**config.mk**
```make
export PLATFORM = sky130hd
export DESIGN_NAME = mem_access_unit
export DESIGN_NICKNAME = d
export VERILOG_FILES = /design/src/rtl/mem_access_unit.sv
export SDC_FILE = /design/constraint.sdc
export NUM_CORES = 1
export LEC_CHECK = 0
export ABC_AREA = 1
export CAP_MARGIN = 40
export CORE_MARGIN = 2
export CORE_UTILIZATION = 49
export CTS_CLUSTER_DIAMETER = 100
export DETAILED_ROUTE_END_ITERATION = 12
export PLACE_DENSITY = 0.95
export SYNTH_ARGS = -nofsm -noshare
export SYNTH_HDL_FRONTEND = slang
export SYNTH_SLANG_ARGS = --single-unit
```
**constraint.sdc**
```tcl
create_clock -name clk -period 2.8 [get_ports clk]
set_input_delay 0.28 -clock clk [delete_from_list [all_inputs] [get_ports clk]]
set_output_delay 0.28 -clock clk [all_outputs]
set_load 0.01 [all_outputs]
```
**src/rtl/mem_access_unit.sv**
```systemverilog
// rtl/mem_access_unit.sv - registered multi-cycle MEM stage bus master with MMIO decode and timeout
module mem_access_unit #(
  parameter logic [31:0] IO_MASK   = 32'hFFFF_F000,
  parameter logic [31:0] IO_BASE   = 32'hFFFF_F000,
  parameter int unsigned MAX_WAIT  = 16,
  parameter bit          LITTLE_EN = 1'b1
) (
  input  logic        clk,
  input  logic        rst,
  input  logic        valid_i,
  input  logic [7:0]  aluop_i,
  input  logic [4:0]  wregaddr_i,
  input  logic        wregenb_i,
  input  logic [31:0] wregdata_i,
  input  logic [31:0] mem_addr_i,
  input  logic [31:0] mem_wrdata_i,
  output logic        stall_o,
  output logic        mem_req_o,
  output logic        mem_we_o,
  output logic        mem_io_o,
  output logic [3:0]  mem_be_o,
  output logic [31:0] mem_addr_o,
  output logic [31:0] mem_data_o,
  input  logic        mem_ack_i,
  input  logic [31:0] mem_data_i,
  output logic        wb_valid_o,
  output logic [4:0]  wregaddr_o,
  output logic        wregenb_o,
  output logic [31:0] wregdata_o,
  output logic        misalign_o,
  output logic        bus_err_o,
  output logic [31:0] badvaddr_o
);
  localparam logic [7:0] OP_LB  = 8'hE0, OP_LH  = 8'hE1, OP_LW = 8'hE3;
  localparam logic [7:0] OP_LBU = 8'hE4, OP_LHU = 8'hE5;
  localparam logic [7:0] OP_SB  = 8'hE8, OP_SH  = 8'hE9, OP_SW = 8'hEB;
  localparam int CW = (MAX_WAIT > 2) ? $clog2(MAX_WAIT) : 1;
  localparam logic [CW-1:0] WAIT_LAST = CW'(MAX_WAIT - 2);

  typedef enum logic {IDLE, BUSY} state_t;
  // sz: 0 byte, 1 half, 2 word
  typedef struct packed {logic mem; logic ld; logic [1:0] sz; logic uns;} dec_t;

  function automatic dec_t decode(input logic [7:0] op);
    case (op)
      OP_LB:   return 5'b1_1_00_0;
      OP_LBU:  return 5'b1_1_00_1;
      OP_LH:   return 5'b1_1_01_0;
      OP_LHU:  return 5'b1_1_01_1;
      OP_LW:   return 5'b1_1_10_0;
      OP_SB:   return 5'b1_0_00_0;
      OP_SH:   return 5'b1_0_01_0;
      OP_SW:   return 5'b1_0_10_0;
      default: return 5'b0_0_00_0;
    endcase
  endfunction

  function automatic logic [1:0] byte_lane(input logic [1:0] a);
    return LITTLE_EN ? a : ~a;
  endfunction

  function automatic logic [1:0] half_lane(input logic a1);
    return {LITTLE_EN ? a1 : ~a1, 1'b0};
  endfunction

  state_t        state, state_n;
  logic [CW-1:0] wait_cnt, cnt_n;
  logic          ld_q, ld_n, uns_q, uns_n, sv_enb_q, sv_enb_n;
  logic [1:0]    sz_q, sz_n;
  logic [4:0]    sv_addr_q, sv_addr_n;
  logic [31:0]   vaddr_q, vaddr_n;
  logic          req_n, we_n, io_n, wbv_n, wenb_n, mis_n, berr_n;
  logic [3:0]    be_n, be_in;
  logic [31:0]   maddr_n, mdata_n, wdata_n, bad_n, data_in, ld_data;
  logic [4:0]    waddr_n, bsel, hsel;
  logic          misaligned;
  dec_t          dec_in;

  assign stall_o = (state == BUSY);
  assign dec_in  = decode(aluop_i);
  assign bsel    = {byte_lane(vaddr_q[1:0]), 3'b000};
  assign hsel    = {half_lane(vaddr_q[1]), 3'b000};

  always_comb begin
    misaligned = ((dec_in.sz == 2'd1) && mem_addr_i[0]) ||
                 ((dec_in.sz == 2'd2) && (mem_addr_i[1:0] != 2'b00));
    case (dec_in.sz)
      2'd0:    begin be_in = 4'b0001 << byte_lane(mem_addr_i[1:0]); data_in = {4{mem_wrdata_i[7:0]}};  end
      2'd1:    begin be_in = 4'b0011 << half_lane(mem_addr_i[1]);    data_in = {2{mem_wrdata_i[15:0]}}; end
      default: begin be_in = 4'hF;                                   data_in = mem_wrdata_i;            end
    endcase
    case (sz_q)
      2'd0:    ld_data = {{24{~uns_q & mem_data_i[bsel+7]}},  mem_data_i[bsel +: 8]};
      2'd1:    ld_data = {{16{~uns_q & mem_data_i[hsel+15]}}, mem_data_i[hsel +: 16]};
      default: ld_data = mem_data_i;
    endcase
  end

  always_comb begin
    state_n   = state;       cnt_n    = wait_cnt;
    ld_n      = ld_q;        uns_n    = uns_q;      sz_n     = sz_q;
    sv_addr_n = sv_addr_q;   sv_enb_n = sv_enb_q;   vaddr_n  = vaddr_q;
    req_n     = mem_req_o;   we_n     = mem_we_o;   io_n     = mem_io_o;
    be_n      = mem_be_o;    maddr_n  = mem_addr_o; mdata_n  = mem_data_o;
    wbv_n     = 1'b0;        wenb_n   = 1'b0;
    waddr_n   = wregaddr_o;  wdata_n  = wregdata_o;
    mis_n     = 1'b0;        berr_n   = 1'b0;       bad_n    = badvaddr_o;
    case (state)
      IDLE: if (valid_i) begin
        if (!dec_in.mem) begin
          wbv_n   = 1'b1;       wenb_n  = wregenb_i;
          waddr_n = wregaddr_i; wdata_n = wregdata_i;
        end else if (misaligned) begin
          mis_n = 1'b1;
          bad_n = mem_addr_i;
        end else begin
          state_n   = BUSY;        cnt_n    = '0;
          req_n     = 1'b1;        we_n     = ~dec_in.ld;
          io_n      = ((mem_addr_i & IO_MASK) == IO_BASE);
          be_n      = be_in;       mdata_n  = data_in;
          maddr_n   = {mem_addr_i[31:2], 2'b00};
          ld_n      = dec_in.ld;   uns_n    = dec_in.uns;  sz_n = dec_in.sz;
          sv_addr_n = wregaddr_i;  sv_enb_n = wregenb_i;   vaddr_n = mem_addr_i;
        end
      end
      BUSY: if (mem_ack_i) begin
        // ack has priority over a timeout landing on the same edge
        state_n = IDLE;      cnt_n   = '0;   req_n = 1'b0;
        wbv_n   = 1'b1;      waddr_n = sv_addr_q;
        wenb_n  = ld_q & sv_enb_q;
        if (ld_q) wdata_n = ld_data;
      end else if (wait_cnt == WAIT_LAST) begin
        state_n = IDLE;      cnt_n   = '0;   req_n = 1'b0;
        berr_n  = 1'b1;      bad_n   = vaddr_q;
      end else begin
        cnt_n = wait_cnt + 1'b1;
      end
      default: state_n = IDLE;
    endcase
  end

  always_ff @(posedge clk) begin
    if (!rst) begin
      state     <= IDLE;  wait_cnt  <= '0;
      ld_q      <= 1'b0;  uns_q     <= 1'b0;  sz_q     <= 2'd0;
      sv_addr_q <= '0;    sv_enb_q  <= 1'b0;  vaddr_q  <= '0;
      mem_req_o <= 1'b0;  mem_we_o  <= 1'b0;  mem_io_o <= 1'b0;
      mem_be_o  <= '0;    mem_addr_o <= '0;   mem_data_o <= '0;
      wb_valid_o <= 1'b0; wregenb_o <= 1'b0;  wregaddr_o <= '0; wregdata_o <= '0;
      misalign_o <= 1'b0; bus_err_o <= 1'b0;  badvaddr_o <= '0;
    end else begin
      state     <= state_n;  wait_cnt  <= cnt_n;
      ld_q      <= ld_n;     uns_q     <= uns_n;    sz_q     <= sz_n;
      sv_addr_q <= sv_addr_n; sv_enb_q <= sv_enb_n; vaddr_q  <= vaddr_n;
      mem_req_o <= req_n;    mem_we_o  <= we_n;     mem_io_o <= io_n;
      mem_be_o  <= be_n;     mem_addr_o <= maddr_n; mem_data_o <= mdata_n;
      wb_valid_o <= wbv_n;   wregenb_o <= wenb_n;   wregaddr_o <= waddr_n; wregdata_o <= wdata_n;
      misalign_o <= mis_n;   bus_err_o <= berr_n;   badvaddr_o <= bad_n;
    end
  end
endmodule

```
# [Yosys cells after proc, flatten, opt, wreduce, memory -nomap -nowiden]
# Index checks and enable logic that the tools add are counted.
[word_totals] in_bits=146 wordCells=128 register_bits=189 out_inout_bits=145
[op_classes] bitwise_logic=10 magnitude_cmp=2 reduce_logical=14 mux=51 eq_ne=23 n_addsub=3 shift=4
[ops] cell="32-bit two-way mux" n=9
[ops] cell="32-bit case mux with 2 select lines" n=4
[ops] cell="8-bit == test (second input constant)" n=8
[ops] cell="5-bit case mux with 8 select lines" n=1
[ops] cell="32-bit by 6-bit variable part select with 16-bit output" n=1
[ops] cell="32-bit by 6-bit variable part select with 8-bit output" n=1
[ops] cell="20-bit == test (second input constant)" n=1
[ops] cell="1-bit two-way mux" n=20
[ops] cell="4-bit two-way mux" n=5
[ops] cell="4-bit case mux with 2 select lines" n=2
[ops] cell="5-bit two-way mux" n=3
[ops] cell="2-bit inequality test (second input constant)" n=7
[ops] cell="6-bit < comparator (second input constant)" n=2
[ops] cell="4-bit AND reduction" n=3
[ops] cell="1-bit binary-select mux with 5-bit select" n=2
[ops] cell="5-bit case mux with 2 select lines" n=1
[ops] cell="1-bit case mux with 2 select lines" n=4
[ops] cell="1-bit NOT" n=7
[ops] cell="5-bit by 3-bit adder with 6-bit output (second input constant)" n=1
[ops] cell="5-bit by 4-bit adder with 6-bit output (second input constant)" n=1
[ops] cell="3-bit AND reduction" n=2
[ops] cell="5-bit AND reduction" n=1
[ops] cell="4-bit by 1-bit adder with 4-bit output (second input constant)" n=1
[ops] cell="2-bit by 1-bit == test with 1-bit output (second input constant)" n=2
[ops] cell="other kinds (13)" n=18

# [Longest topological paths before layout]
[depth] depth_word=9 depth_mapped=13 ltp_nobuf=11

# [Worst setup path after synthesis]
# Ideal clock, no wire load.
[synth_path] path_kind="in2reg" from="input port aluop_i[4]" to="register mem_be_o[0]" setup_time_ps=128 path_buffers=2 cell_stages=10 required_time_ps=2672 arrival_time_ps=1324 path_slack_ps=1348 path_cell_list="inv_1 -> nand2_2 -> nor2_8 -> nand3_1 -> nand3_2 -> nor2_2 -> buf_4 -> buf_4 -> o21ai_0 -> nor2_1"
[synth_via] elab_chain_cells=7 elab_cells_between_ends=18 cone_classes="10 x eq/ne; 2 x mux; 1 x bitwise; 5 x reduce/logical"
[synth_lines] element="start, declared" line_no="11" rtl="input logic [7:0] aluop_i,"
[synth_lines] element="8-bit == test" line_no="45" rtl="case (op)"
[synth_lines] element="5-bit case mux with 8 select lines (*)" line_no="45"
[synth_lines] element="2-bit by 1-bit == test with 1-bit output / 2-bit == test (equally long branches)" line_no="85, 87, 86"
[synth_lines] element="1-bit logical AND (on tied branches)" line_no="85, 86"
[synth_lines] element="1-bit logical OR" line_no="85" rtl="misaligned = ((dec_in.sz == 2'd1) && mem_addr_i[0]) ||"
[synth_lines] element="1-bit NOT (no line)"
[synth_lines] element="4-bit AND reduction (no line)"
[synth_lines] element="end signal, assigned" line_no="156" rtl="mem_be_o <= be_n; mem_addr_o <= maddr_n; mem_data_o <= mdata_n;"
[synth_lines] element="end, declared" line_no="21" rtl="output logic [3:0] mem_be_o,"
# Mark *: on every way between the ends. The rest lies on a longest branch, timed or not.
# A chain may end at the register's enable or synchronous reset.

# [Worst setup path after layout]
[layout_path] from="register state, in the netlist stall_o" to="register ld_q"
[layout_via] elab_chain_cells=2
[layout_lines] element="start, declared" line_no="66" rtl="state_t state, state_n;"
[layout_lines] element="start signal, assigned" line_no="152" rtl="state <= state_n; wait_cnt <= cnt_n;"
[layout_lines] element="1-bit NOT (no line)"
[layout_lines] element="4-bit AND reduction (no line)"
[layout_lines] element="end signal, assigned" line_no="153" rtl="ld_q <= ld_n; uns_q <= uns_n; sz_q <= sz_n;"
[layout_lines] element="end, declared" line_no="68" rtl="logic ld_q, ld_n, uns_q, uns_n, sv_enb_q, sv_enb_n;"
# No other way between the ends.

==> out/results.txt <==
status: finished, final reports clean
CP cell instances: inv_2 -> nand3_2 -> nor2_4 -> buf_4 -> nand2_1 -> and3_1
Final Hold Fails: 0
Pleak: 5.343 nW
Layout area overhead: 38.88%
DR pass1 iterations: 6
hpwl dp: 20.07 mm
CP max FO: 40
Crit path largest cell delay: 570 ps
via/cell ratio: 5.353
wire length per cell: 15.73 um
Buf/Inv on CP: 2
Worst-Skew Late Latency: 420 ps
RSZ-0062 raised after global routing: no
Finished Core Util: 0.6872
Worst EP required: 3110 ps
synthesized flop and latch total: 159
Power Dens Cells: 452.5 nW/um^2
Post-Route WL: 28.52 mm
WS Path Type: reg2reg
Clock Skew: 7.315 ps
Iter 0 DRT Violations: 749
Synth warnings: 0
Final ANT Viol Nets: 0
Rel. slew slack: 0.5099
worst vdd ir: 0.4204 mV
Hold WC Path Type: in2reg
global route overflow: 0
post-synthesis sequential area ratio: 0.3758
num rows: 48
Filler Cell Count: 1436
share of post-route cells with drive strength above 1: 0.05923
Worst Tran Pin Value: 734.1 ps
Min-Delay Endpoint: badvaddr_o[0]
initial core utilization: 0.4948
Hold Slack: 129.3 ps
max-slew violations: 0
Reg-to-Reg Start: stall_o
die height: 135.5 um
Mapped Area: 8469 sq um
Slowest-stage cell, CP: inv_2
hold_sp: rst
Final period util: 0.7538
htree depth: 4
CTS tree: done
Max-Cap Viols: 0
Max Root-Sink Buffers: 2
all-layer global routing usage: 0.3041
setup_tns: 0 ps
cells after synthesis: 1361
Setup Buffers After CTS: 0
number of CTS-inserted buffers: 17
Root Buffer: clkbuf_16
R2R cell count: 6
floorplan die width: 135.5 um
min cycle time layout: 2111 ps
Hold Path Depth: 3
CTS Sinks: 159
DRC: 0
synthesized area per cell: 6.223 sq um
IO Port Bufs: 288
antenna violations before repair: 1
crit path DAT: 2420 ps
Top Family by Delay on Critical Path: buffers and inverters
first-pass GRT wire length: 44.27 mm
flop2flop setup slack: 690 ps
CP Launch Type: flip-flop
CTS resizes: 0
via count: 9705
hold_buf cts: 0
Core Region: 17120 sq um
Critical Path Sink Type: flip-flop
largest net degree at the start of global routing: 63
Placer Congestion: 1.004
Final nets: 1722
pre-CTS WS: 559.1 ps
vias in the first global route: 8992
Netlist cell types: 34
DIE AREA: 18350 sq um
setup ws final: 689.3 ps
final setup violation count: 0
number of I/O pins: 291
fmax: 473.8 MHz
clk slew on worst S/H paths: 60 ps
RR Endpoint: ld_q
-- per-stage QoR --
stage / cell area (sq um) / cells / total power [mW]
floorplan: 8473 / 1362 / 2.689
global placement: 11190 / 1780 / 3.086
detailed placement: 11190 / 1780 / 3.098
CTS: 11760 / 1812 / 5.338
global route: 11760 / 1813 / 5.505
finish: 11760 / 1813 / 5.323
-- worst reg2reg max path, delay by kind of cell, from the launching register on --
| kind | cells | cell delay, ps |
|---|---|---|
| flops | 1 | 410 |
| simple gates | 4 | 710 |
| buf+inv | 2 | 880 |
-- cells in the mapped netlist (all sizes together) --
master / count / share of area
buf: 75 / 0.058
dfxtp: 159 / 0.38
ha: 2 / 0.0030
o21ai: 111 / 0.067
clkinv: 3 / 0.0013
clkbuf: 42 / 0.019
xor2: 2 / 0.0021
nor2: 245 / 0.11
nand2: 431 / 0.19
nand4: 11 / 0.0081
and3: 1 / 0.00074
nand3b: 1 / 0.00089
nor3: 5 / 0.0030
conb: 1 / 0.00044
or2: 24 / 0.018
nor4: 1 / 0.00074
nand3: 85 / 0.051
o22ai: 1 / 0.00074
o211ai: 1 / 0.00089
inv: 76 / 0.034
a21oi: 84 / 0.050
-- cells by family after synthesis --
| kind of cell | count (synthesis) | synth area share |
|---|---|---|
| other | 1 | 0.0004428 |
| AND/OR/NAND/NOR | 804 | 0.3877 |
| XOR/XNOR | 2 | 0.002069 |
| AO/OA/AOI/OAI | 197 | 0.1191 |
| adder cells (fa/ha/maj) | 2 | 0.002954 |
| flip-flops | 159 | 0.3758 |
| buffers and inverters | 196 | 0.1120 |
-- registers in the layout, summed over array words and instances (netlist names), 2 cells and up --
signal,flops
badvaddr_o,32
mem_data_o,32
vaddr_q,32
wregdata_o,32
sv_addr_q,5
wregaddr_o,5
mem_be_o,4
wait_cnt,4
sz_q,2
-- layer usage --
metal	track usage	wire, um	vias to the layer above
met5	0	0	-
met4	0.1661	1551	0
met3	0.07819	2771	108
met2	0.5003	13180	552
met1	0.3639	11020	4382
li1	-	-	4663
-- area by class of cell --
class                           count  area, sq um  area share
Inverter                           79        296.5     0.02521
Antenna cell                        1        2.502   0.0002127
Sequential cell                   159         3184      0.2707
Timing Repair Buffer              310         3083      0.2621
Clock inverter                     10        113.9    0.009680
Clock buffer                       22        454.2     0.03861
Tap cell                          225        281.5     0.02393
Multi-Input combinational cell   1007         4347      0.3695
-- worst max-delay path by stage --
stage                       start        endpoint  slack (ps)  depth (start not counted)
detailed placement  mem_addr_i[0]            ld_q         560                          9
CTS                       stall_o            ld_q         720                          6
finish                    stall_o            ld_q         690                          6
floorplan              aluop_i[4]     mem_be_o[0]        1350                         10
global placement    mem_addr_i[0]            ld_q         590                          9
global route           vaddr_q[1]  wregdata_o[10]         500                         11
-- cells in the final DEF, fill, tap and decap left out, types with 3 or more instances in the layout --
cell type        netlist  routed
a21oi_1               83      83
buf_12                 0       3
buf_4                 41      20
clkbuf_1              42       4
clkbuf_16              0      17
clkdlybuf4s50_1        0     287
clkinv_1               3       3
clkinv_2               0       3
clkinvlp_4             0       4
dfxtp_1              159     158
inv_1                 74      74
nand2_1              425     425
nand2_2                6       6
nand3_1               83      83
nand4_1               11      11
nor2_1               240     240
nor3_1                 5       5
o21ai_0               91      91
o21ai_1               18      18
or2_2                 24      24
-- report_power, final --
group          switching, mW  internal, mW  total [mW]
combinational          0.339         0.370       0.710
clock                  0.929          1.33        2.26
sequential            0.0315          2.32        2.35
(Power assumes the default switching activity.)
